$ cat config.mk
export PLATFORM = sky130hd
export DESIGN_NAME = countdown_timer
export DESIGN_NICKNAME = d
export VERILOG_FILES = /design/src/rtl/timer_pkg.sv /design/src/rtl/dec_n.sv /design/src/rtl/countdown_timer.sv
export SDC_FILE = /design/constraint.sdc
export NUM_CORES = 1
export LEC_CHECK = 0
export BUFFER_PORTS_ARGS = -buffer_cell sky130_fd_sc_hd__clkbuf_2
export CAP_MARGIN = 40
export CORE_UTILIZATION = 50
export DETAILED_ROUTE_END_ITERATION = 16
export PLACE_DENSITY_LB_ADDON = 0.3
export SETUP_SLACK_MARGIN = 0.15
export SKIP_CTS_REPAIR_TIMING = 1
export SYNTH_ARGS = -nofsm -noshare
export SYNTH_HDL_FRONTEND = slang
export SYNTH_HIERARCHICAL = 1
export SYNTH_SLANG_ARGS = --single-unit
$ cat constraint.sdc
create_clock -name clk -period 4.4 [get_ports clk]
set_clock_uncertainty 0.1 [all_clocks]
set_input_delay 1.32 -clock clk [delete_from_list [all_inputs] [get_ports clk]]
set_output_delay 1.32 -clock clk [all_outputs]
set_load 0.005 [all_outputs]
$ cat src/rtl/timer_pkg.sv
// Shared types and defaults for the timing/sequencing counter blocks.
package timer_pkg;

  localparam int unsigned DEFAULT_WIDTH = 8;

  typedef enum logic {
    IDLE = 1'b0,
    RUN  = 1'b1
  } state_e;

endpackage : timer_pkg

$ cat src/rtl/dec_n.sv
// Combinational WIDTH-bit decrementer: ripple adder of the operand with all-ones.
// borrow_n is the adder carry-out, high whenever a != 0 (no borrow taken).
module dec_n
  import timer_pkg::*;
#(
  parameter int unsigned WIDTH = DEFAULT_WIDTH
) (
  input  logic [WIDTH-1:0] a,
  output logic [WIDTH-1:0] y,
  output logic             borrow_n
);

  localparam logic [WIDTH-1:0] ONES = '1;

  logic [WIDTH:0] carry;

  // Full-adder chain with b tied to ONES and carry-in of zero.
  always_comb begin
    carry = '0;
    y     = '0;
    for (int unsigned i = 0; i < WIDTH; i++) begin
      y[i]         = a[i] ^ ONES[i] ^ carry[i];
      carry[i + 1] = (a[i] & ONES[i]) | (a[i] & carry[i]) | (ONES[i] & carry[i]);
    end
    borrow_n = carry[WIDTH];
  end

endmodule : dec_n

$ cat src/rtl/countdown_timer.sv
// Loadable down-counter with a one-cycle registered done pulse on expiry.
// Define COUNTDOWN_TIMER_AUTO_RELOAD_EN to reload from the start value and run periodically.
module countdown_timer
  import timer_pkg::*;
#(
  parameter int unsigned WIDTH = DEFAULT_WIDTH
) (
  input  logic             clk,
  input  logic             rst,
  input  logic             load,
  input  logic [WIDTH-1:0] load_val,
  input  logic             en,
  input  logic             abort,
  output logic [WIDTH-1:0] out,
  output logic             busy,
  output logic             done
);

  state_e           state_q, state_d;
  logic [WIDTH-1:0] out_q, out_d;
  logic             done_q, done_d;
  logic [WIDTH-1:0] dec_y;
  logic             dec_nz;
  logic             expire_c;

  dec_n #(.WIDTH(WIDTH)) u_dec (
    .a        (out_q),
    .y        (dec_y),
    .borrow_n (dec_nz)
  );

  // out_q == 1 exactly when the decrement result is zero without a borrow.
  assign expire_c = dec_nz && (dec_y == '0);

`ifdef COUNTDOWN_TIMER_AUTO_RELOAD_EN
  logic [WIDTH-1:0] reload_q, reload_d;

  always_ff @(posedge clk or posedge rst) begin
    if (rst) begin
      reload_q <= '0;
    end else begin
      reload_q <= reload_d;
    end
  end
`endif

  always_ff @(posedge clk or posedge rst) begin
    if (rst) begin
      state_q <= IDLE;
      out_q   <= '0;
      done_q  <= 1'b0;
    end else begin
      state_q <= state_d;
      out_q   <= out_d;
      done_q  <= done_d;
    end
  end

  // Next state: load beats abort beats counting; idle never decrements.
  always_comb begin
    state_d = state_q;
    out_d   = out_q;
    done_d  = 1'b0;
`ifdef COUNTDOWN_TIMER_AUTO_RELOAD_EN
    reload_d = reload_q;
`endif
    if (load) begin
      out_d   = load_val;
      state_d = (load_val != '0) ? RUN : IDLE;
`ifdef COUNTDOWN_TIMER_AUTO_RELOAD_EN
      reload_d = load_val;
`endif
    end else if (abort) begin
      state_d = IDLE;
    end else if ((state_q == RUN) && en) begin
      if (expire_c) begin
        done_d = 1'b1;
`ifdef COUNTDOWN_TIMER_AUTO_RELOAD_EN
        out_d  = reload_q;
`else
        out_d   = dec_y;
        state_d = IDLE;
`endif
      end else begin
        out_d = dec_y;
      end
    end
  end

  assign out  = out_q;
  assign busy = (state_q == RUN);
  assign done = done_q;

endmodule : countdown_timer

Yosys cells after proc, flatten, opt, wreduce, memory -nomap -nowiden
Cells that the tools add are included.

Register bits: 10. Bits of input ports: 13. Output and inout port bits: 10. Logic and storage cells: 61.

Eq/ne operators: 1. Multiplexer cells: 12. Bitwise gates (word level): 36. Reductions and logical operators: 9.

Operators by type and width (count): $mux W8 (3); $or A1 B1 Y1 (14); $mux W1 (9); $logic_not A8 Y1 (1); $not A1 Y1 (8); $reduce_bool A8 Y1 (1); $and A1 B1 Y1 (7); $xor A1 B1 Y1 (7); $reduce_bool A3 Y1 (2); $reduce_and A2 Y1 (2); $logic_and A1 B1 Y1 (2); $ne A2 B2 Y1 const B (1); $reduce_bool A2 Y1 (1).

Depth between registers and ports, before layout
Gate-level depths: netlist of run 1.

Depth after elaboration: 26. Mapped depth: 12. Mapped depth without buffers: 12.

Cells and area by module
Netlist of run 1, hierarchy kept.

Modules (own cells, without submodules): countdown_timer (times used 1, cells each 40, area each 564.3 µm², seq. area each 250.2 µm²); dec_n (times used 1, cells each 23, area each 147.6 µm², seq. area each 0.0 µm²).

Worst setup path after synthesis of run 1
Ideal clock, no wire load.

Path kind: register to register. Start: register out_q[0], in the netlist out[0]. End: register out_q[7], in the netlist out[7]. Setup time: 0.125 ns. Data arrival time: 2.258 ns. Data required time: 4.175 ns. Setup slack: 1.918 ns. Cell stages (with the launch flop): 12. Buffers on the path: 0. Period minus slack after synthesis: 2.482 ns. Cell sequence: dfrtp_1 > inv_1 > ha_1 > ha_1 > ha_1 > ha_1 > ha_1 > ha_1 > ha_1 > inv_1 > mux2_4 > mux2_2.

Word-level cells in the longest chain between the ends: 22.

RTL lines: from (decl) (line countdown_timer.sv:20) `logic [WIDTH-1:0] out_q, out_d;`; from (signal assigned) (line countdown_timer.sv:54) `out_q <= out_d;`; $and A1 B1 Y1 (line dec_n.sv:23) `carry[i + 1] = (a[i] & ONES[i]) | (a[i] & carry[i]) | (ONES[i] & carry[i]);`; $or A1 B1 Y1 (line dec_n.sv:23); $or A1 B1 Y1 (*) (line dec_n.sv:23); $and A1 B1 Y1 (line dec_n.sv:23); $or A1 B1 Y1 (line dec_n.sv:23); $or A1 B1 Y1 (*) (line dec_n.sv:23); $and A1 B1 Y1 (line dec_n.sv:23); $or A1 B1 Y1 (line dec_n.sv:23); (+7 left out); $and A1 B1 Y1 (line dec_n.sv:23); $or A1 B1 Y1 (line dec_n.sv:23); $or A1 B1 Y1 (*) (line dec_n.sv:23); $xor A1 B1 Y1 (*) (line dec_n.sv:22) `y[i] = a[i] ^ ONES[i] ^ carry[i];`; via dec_y[7] (line countdown_timer.sv:22) `logic [WIDTH-1:0] dec_y;`; $mux W8 (*) (line countdown_timer.sv:75) `end else if ((state_q == RUN) && en) begin`; $mux W8 (*) (line countdown_timer.sv:73) `end else if (abort) begin`; $mux W8 (*) (line countdown_timer.sv:67) `if (load) begin`.

The timed path passes the listed nets; every way through them passes the cells marked *. The select of a mux whose other input is x is not followed. A chain may end at the register's enable or synchronous reset.

Final worst setup path of run 1
Start: register out_q[0], in the netlist out[0]. End: register state_q, in the netlist busy.

Elaborated cells between the ends (all ways): 33. Those cells by class: 29 x bitwise; 4 x reduce/logical.

RTL lines: $not A1 Y1 (no source line); via dec_y[0] (line countdown_timer.sv:22); $logic_not A8 Y1 (line countdown_timer.sv:33) `assign expire_c = dec_nz && (dec_y == '0);`; $logic_and A1 B1 Y1 (line countdown_timer.sv:33); $reduce_bool A3 Y1 (no source line); $reduce_and A2 Y1 (no source line); to (signal assigned) (line countdown_timer.sv:53) `state_q <= state_d;`; to (decl) (line countdown_timer.sv:19) `state_e state_q, state_d;`.

The timed path passes the listed nets, and every way through them passes these cells.

==> impl_metrics.sql, run 1 <==
INSERT INTO impl_metrics (metric_group, metric, value, unit) VALUES
('final_layout', 'leading_cell_type_in_the_layout_fill_and_taps_excluded', 'sky130_fd_sc_hd__clkbuf_2', ''),
('final_layout', 'final_cell_mix', 'sky130_fd_sc_hd__clkbuf_2, sky130_fd_sc_hd__inv_1, sky130_fd_sc_hd__dfrtp_1', ''),
('yosys', 'yosysSeqAreaShare', '35.1', '%'),
('route', 'post_dr_vias_cell', '5.12', ''),
('timing', 'finalSetupViolations', '0', ''),
('global_route', 'total_grt_usage', '20.7', '%'),
('timing', 'timing.slew.headroom', '73.4', '%'),
('route', 'drc', '0', ''),
('worst_setup_path', 'cp_data_arrival_time', '2710', 'ps'),
('run_status', 'outcome', 'finished clean', ''),
('final_layout', 'share_of_cells_above_drive_strength_1', '48.9', '%'),
('route', 'drt_pre_antenna_iters', '2', ''),
('global_route', 'number_of_global_route_vias_before_repair', '505', ''),
('die', 'top_level_ports', '23', ''),
('final_layout', 'area_growth_from_synthesis_to_final_layout', '21.6', '%'),
('global_route', 'gr-usage-met3', '5.11', '%'),
('route', 'drtIter0Drc', '5', ''),
('clock_network', 'clk_transition_reported_paths', '80', 'ps'),
('clock_network', 'tritoncts_clock_tree', 'done', ''),
('global_route', 'grt_overflow_total', '0', ''),
('worst_hold_path', 'worst_hold_path_type', 'reg -> reg', ''),
('die', 'fp.dieArea', '1580', 'sq um'),
('route', 'post_drt_wl_per_cell', '12.3', 'um'),
('worst_setup_path', 'timing_worst_setup_path_type', 'reg -> reg', ''),
('timing', 'timing.final.crit_share', '60.2', '%'),
('global_route', 'grt.met2_usage', '34.0', '%'),
('worst_setup_path', 'critical_path_required', '4460', 'ps'),
('clock_network', 'clock_tree.buffer_depth', '2', ''),
('power', 'powerDensity', '463', 'nW/um^2'),
('placed_design', 'finalWeightedCongestion', '0.739', ''),
('die', 'fp.dieH', '39.7', 'um'),
('global_route', 'gr-max-usage-layer', 'met2', ''),
('clock_network', 'tritoncts_num_sinks', '10', ''),
('clock_network', 'tritoncts.num_buffers', '3', ''),
('worst_setup_path', 'critical_path.max_fanout', '3', ''),
('die', 'core_area', '1320', 'sq um'),
('yosys', 'syn_avg_cell_area', '11.3', 'sq um'),
('global_route', 'use_met1', '24.7', '%'),
('yosys', 'synth.lib_cells_used.distinct', '14', ''),
('clock_network', 'cts_htree_levels', '1', ''),
('yosys', 'synth.yosys.warnings', '6', ''),
('worst_setup_path', 'crit_path_end_kind', 'flip-flop', ''),
('route', 'dr_total_vias', '527', ''),
('die', 'rows', '13', ''),
('timing', 'grt_setup_unrepaired', 'false', ''),
('timing', 'achievable-frequency', '377', 'MHz'),
('route', 'detail-route-antenna-nets', '0', ''),
('route', 'wl', '1.26', 'mm'),
('global_route', 'grt_max_degree', '12', ''),
('global_route', 'initial_antenna_violation_count', '0', ''),
('final_layout', 'antenna-diode-count', '0', ''),
('worst_hold_path', 'hold_start', 'out[5]', ''),
('yosys', 'synth_fp_nets', '83', ''),
('timing', 'totalNegativeSetupSlack', '0', 'ps'),
('die', 'initial_core_util', '54.0', '%'),
('die', 'die-width', '39.7', 'um'),
('timing', 'fin_worst_hold_slack', '433', 'ps'),
('placed_design', 'buffer_ports.inserted', '22', ''),
('yosys', 'synthCells', '63', ''),
('timing', 'worstMarginPinSlew', '398', 'ps'),
('timing', 'finalCriticalPeriod', '2650', 'ps'),
('worst_setup_path', 'crit_path_start', 'out[0]', ''),
('timing', 'final_max_slew_viol_count', '0', ''),
('final_layout', 'fin_nets', '109', ''),
('worst_setup_path', 'setup.worst_path.start_class', 'flip-flop', ''),
('clock_network', 'clkLatencyLatePin', '260', 'ps'),
('worst_setup_path', 'r2r-start', 'out[0]', ''),
('power', 'cellLeakagePower', '0.502', 'nW'),
('run', 'max_cap_viol_count', '0', ''),
('final_layout', 'stdcell_area', '866', 'sq um'),
('placed_design', 'detailed_place_hpwl', '1.02', 'mm'),
('clock_network', 'clock_tree.root_cell', 'sky130_fd_sc_hd__clkbuf_4', ''),
('timing', 'final-hold-violation-count', '0', ''),
('yosys', 'netlist_area', '712', 'sq um'),
('yosys', 'ys_seq_elements', '10', ''),
('global_route', 'grt_first_pass_wirelength', '2.08', 'mm'),
('placed_design', 'placement.cell_area', '830', 'sq um'),
('power', 'max-vdd-ir-drop', '235', 'uV');
-- worst max-delay path, cell delays in order (launching register included) --
cell	delay, ps
sky130_fd_sc_hd__dfrtp_1	360
sky130_fd_sc_hd__inv_1	80
sky130_fd_sc_hd__ha_1	200
sky130_fd_sc_hd__ha_1	180
sky130_fd_sc_hd__ha_1	180
sky130_fd_sc_hd__ha_1	180
sky130_fd_sc_hd__ha_1	180
sky130_fd_sc_hd__ha_1	270
sky130_fd_sc_hd__inv_1	50
sky130_fd_sc_hd__nor4b_1	350
sky130_fd_sc_hd__nand4_1	170
sky130_fd_sc_hd__a41o_1	260
-- cells by family (layout without fill, tap and decap cells) --
| family | Yosys count | in the layout | share of synthesized area [%] |
|---|---|---|---|
| compound gates | 3 | 3 | 5.10 |
| fa+ha+maj | 7 | 7 | 12.3 |
| buf+inv | 20 | 45 | 11.6 |
| flops | 10 | 10 | 35.1 |
| mux | 16 | 16 | 29.5 |
| simple gates | 7 | 7 | 6.33 |
-- sequential cells by signal, summed over array words and instances (netlist names) --
signal / flops
busy: 1
done: 1
out: 8
-- cell type report --
type                            instances  area [sq um]
Multi-Input combinational cell         33           379
Clock buffer                            4          36.3
Inverter                               19          71.3
Fill cell                             111           452
Tap cell                               15          18.8
Timing Repair Buffer                   22           110
Sequential cell                        10           250
-- Yosys cell counts --
cell type,instances,area share (%)
sky130_fd_sc_hd__inv_1,19,10
sky130_fd_sc_hd__dfrtp_1,10,35
sky130_fd_sc_hd__mux2_2,8,13
sky130_fd_sc_hd__mux2_4,8,17
sky130_fd_sc_hd__ha_1,7,12
sky130_fd_sc_hd__nor4_1,2,1.8
sky130_fd_sc_hd__nor4b_1,2,2.5
sky130_fd_sc_hd__a21oi_1,1,0.70
sky130_fd_sc_hd__a31oi_4,1,3.0
sky130_fd_sc_hd__a41o_1,1,1.4
sky130_fd_sc_hd__buf_6,1,1.6
sky130_fd_sc_hd__nand4_1,1,0.88
sky130_fd_sc_hd__nor2_1,1,0.53
sky130_fd_sc_hd__nor3_1,1,0.70
-- through the flow --
step                cells  total power [mW]  worst slack [ps]  util (%)
finish                103             0.400              1750      65.7
global placement       99             0.310              1830      63.0
detailed placement     99             0.318              1730      63.0
global route          103             0.433              1510      65.7
floorplan              63             0.261              1920         -
CTS                   103             0.405              1720      65.7
-- power by group --
part	switching, mW	internal, mW	leakage (nW)
registers	0.0190	0.119	0.119
clock network	0.0348	0.0502	0.0210
logic	0.0790	0.0983	0.362
-- final timing paths --
kind	to	slack, ps	cells after the start
min in group asynchronous	out[4]	900	2
worst min-delay path	out[5]	430	1
worst max-delay path	busy	1750	11
worst max register to register	busy	1750	11
worst min register to register	out[5]	430	1
max in group asynchronous	out[3]	3010	2
-- metal layers --
metal	part of all wire, %	up-vias
met5	0	-
met4	0.95	0
met3	5.8	2
met2	48	18
met1	45	245
li1	-	262
No activity file was read; power rests on OpenSTA's default activity.
==> run 2, diff against run 1 <==
--- a/config.mk
+++ b/config.mk
@@ -7,7 +7,7 @@
 export LEC_CHECK = 0
 export BUFFER_PORTS_ARGS = -buffer_cell sky130_fd_sc_hd__clkbuf_2
 export CAP_MARGIN = 40
-export CORE_UTILIZATION = 50
+export CORE_UTILIZATION = 48
 export DETAILED_ROUTE_END_ITERATION = 16
 export PLACE_DENSITY_LB_ADDON = 0.3
 export SETUP_SLACK_MARGIN = 0.15
==> constraint.sdc (replaced) <==
create_clock -name clk -period 2.7 [get_ports clk]
set_clock_uncertainty 0.1 [all_clocks]
set_input_delay 0.81 -clock clk [delete_from_list [all_inputs] [get_ports clk]]
set_output_delay 0.81 -clock clk [all_outputs]
set_load 0.005 [all_outputs]
==> run 2 against run 1 <==
Net effect: clock power increased by 20%; utilization up 1.2 points; routed wire length rose by 3.5%; power grew 60%; worst hold slack got worse by 29 ps; first-iteration DRC count decreased by 80%; critical endpoint is now out[7]; largest cell class unchanged.
==> impl_metrics.sql, run 2 (same netlist as run 1, synthesis figures left out) <==
INSERT INTO impl_metrics (metric_group, metric, value, unit) VALUES
('clock_network', 'cts_htree_levels', '1', ''),
('power', 'cellLeakagePower', '0.497', 'nW'),
('final_layout', 'filler_cell_count', '106', ''),
('run_status', 'outcome', 'finished clean', ''),
('die', 'fp.dieArea', '1640', 'sq um'),
('power', 'p_int', '420', 'uW'),
('final_layout', 'seqCellArea', '250', 'sq um'),
('final_layout', 'final_cell_mix', 'sky130_fd_sc_hd__clkbuf_2, sky130_fd_sc_hd__inv_1, sky130_fd_sc_hd__dfrtp_1', ''),
('clock_network', 'clock_tree.buffer_depth', '2', ''),
('worst_setup_path', 'setup.worst_path.start_class', 'flip-flop', ''),
('global_route', 'total_grt_usage', '19.6', '%'),
('timing', 'final-hold-violation-count', '0', ''),
('die', 'die-width', '40.5', 'um'),
('clock_network', 'tritoncts.num_buffers', '3', ''),
('worst_setup_path', 'cp_data_arrival_time', '2510', 'ps'),
('power', 'total_power', '641', 'uW'),
('placed_design', 'finalWeightedCongestion', '0.693', ''),
('final_layout', 'postLayoutCoreUtil', '66.9', '%'),
('clock_network', 'clk_transition_reported_paths', '60', 'ps'),
('power', 'switching_share_of_total_power', '34.5', '%'),
('die', 'fp.dieH', '40.5', 'um'),
('clock_network', 'clock_tree.root_cell', 'sky130_fd_sc_hd__clkbuf_4', ''),
('worst_hold_path', 'worst_hold_path_type', 'in -> async', ''),
('die', 'core_area', '1330', 'sq um'),
('worst_setup_path', 'timing_worst_setup_path_type', 'reg -> reg', ''),
('worst_setup_path', 'worst_path_most_repeated_cell', 'sky130_fd_sc_hd__ha_2', ''),
('global_route', 'number_of_global_route_vias_before_repair', '468', ''),
('worst_setup_path', 'series_of_cell_instances_along_the_critical_path', 'inv_2 -> ha_2 -> ha_1 -> ha_2 -> ha_2 -> ha_2 -> ha_2 -> ha_1 -> inv_1 -> mux2_4 -> mux2_2', ''),
('run', 'max_cap_viol_count', '0', ''),
('placed_design', 'detailed_place_hpwl', '987', 'um'),
('placed_design', 'buffer_ports.inserted', '22', ''),
('timing', 'fin_worst_hold_slack', '404', 'ps'),
('die', 'rows', '13', ''),
('final_layout', 'largest_reg_flops', '8', ''),
('timing', 'worstMarginPinSlew', '415', 'ps'),
('final_layout', 'fin_nets', '111', ''),
('power', 'power.switching', '221', 'uW'),
('route', 'drtIter0Drc', '1', ''),
('timing', 'timing.final.crit_share', '91.0', '%'),
('route', 'detail-route-antenna-nets', '0', ''),
('route', 'drc', '0', ''),
('timing', 'grt_setup_unrepaired', 'false', ''),
('global_route', 'initial_antenna_violation_count', '0', ''),
('route', 'wl', '1.31', 'mm'),
('global_route', 'grt_first_pass_wirelength', '1.99', 'mm'),
('power', 'register_share_of_total_power', '35.2', '%'),
('timing', 'final_max_slew_viol_count', '0', ''),
('clock_network', 'tritoncts_num_sinks', '10', ''),
('power', 'power_frac_clock', '15.8', '%'),
('route', 'post_dr_vias_cell', '5.01', ''),
('timing', 'finalSetupViolations', '0', ''),
('final_layout', 'antenna-diode-count', '0', ''),
('final_layout', 'leading_cell_type_in_the_layout_fill_and_taps_excluded', 'sky130_fd_sc_hd__clkbuf_2', ''),
('worst_setup_path', 'critical-path-slowest-cell', 'sky130_fd_sc_hd__dfrtp_1', ''),
('clock_network', 'clkLatencyLatePin', '260', 'ps'),
('global_route', 'grt_overflow_total', '0', ''),
('worst_setup_path', 'cp_slowest_stage_delay', '370', 'ps'),
('final_layout', 'area_growth_from_synthesis_to_final_layout', '25.3', '%'),
('power', 'max-vdd-ir-drop', '361', 'uV'),
('final_layout', 'fin_cells', '104', ''),
('route', 'post_drt_wl_per_cell', '12.6', 'um'),
('global_route', 'grt_max_degree', '12', ''),
('worst_setup_path', 'crit_path_end_kind', 'flip-flop', ''),
('die', 'top_level_ports', '23', ''),
('die', 'initial_core_util', '53.4', '%'),
('final_layout', 'multi_input_comb_area', '404', 'sq um'),
('timing', 'achievable-frequency', '407', 'MHz'),
('clock_network', 'tritoncts_clock_tree', 'done', ''),
('worst_setup_path', 'critical_path.max_fanout', '3', ''),
('worst_setup_path', 'critical_path_required', '2750', 'ps'),
('power', 'pwr-share-comb', '48.9', '%'),
('timing', 'totalNegativeSetupSlack', '0', 'ps'),
('final_layout', 'share_of_cells_above_drive_strength_1', '58.4', '%'),
('placed_design', 'placed_cells', '99', ''),
('timing', 'finalCriticalPeriod', '2460', 'ps'),
('route', 'drt_pre_antenna_iters', '2', ''),
('power', 'powerDensity', '719', 'nW/um^2'),
('timing', 'timing.slew.headroom', '72.3', '%'),
('route', 'dr_total_vias', '521', '');
-- run 2: cell types whose count changed in the layout (fill, tap and decap cells not counted), sizes merged --
cell    previous run  this run
clkbuf            26        25
buf                0         2
-- run 2: final timing paths --
check,from,to,slack [ps],cells after the start
worst max register to register,out[0],out[7],240,11
worst min register to register,out[5],out[5],430,1
max in group asynchronous,rst,done,1800,2
min in group clk,out[5],out[5],430,1
worst min-delay path,rst,out[3],400,2
worst max-delay path,out[0],out[7],240,11
-- run 2: per-layer routing --
layer,wire length [um],share of wire [%],up-vias,global-route usage (%)
met5,0,0,-,0
met4,26,2.0,0,12.5
met3,75,5.7,4,5.00
met2,568,43,20,29.0
met1,637,49,232,25.0
li1,-,-,265,-
-- run 2: worst max-delay path: cells and delay by family, from the launching register on --
family / cells / cell delay [ps]
DFF: 1 / 370
buffers and inverters: 2 / 100
muxes: 2 / 500
adders and majority gates: 7 / 1240
-- run 2: power by group through the flow --
stage,Sequential [mW],Clock (mW),Combinational (mW)
floorplan,0.230,0,0.195
global placement,0.226,0,0.279
detailed placement,0.228,0,0.288
CTS,0.225,0.108,0.289
global route,0.234,0.117,0.363
finish,0.226,0.102,0.314
-- run 2: final cells by class --
cell class | instances | area share [%]
clock buffer | 3 | 2.52
multi-input combinational | 33 | 45.3
inverter | 19 | 7.99
sequential | 10 | 28.1
tap | 15 | 2.10
timing repair buffer | 24 | 14.0
-- run 2: stage by stage --
| stage | area [sq um] | setup slack, ps |
|---|---|---|
| after floorplan | 712 | 218 |
| after global placement | 830 | 131 |
| after detailed placement | 830 | 106 |
| after CTS | 852 | 94.8 |
| after global routing | 892 | 156 |
| final | 892 | 242 |
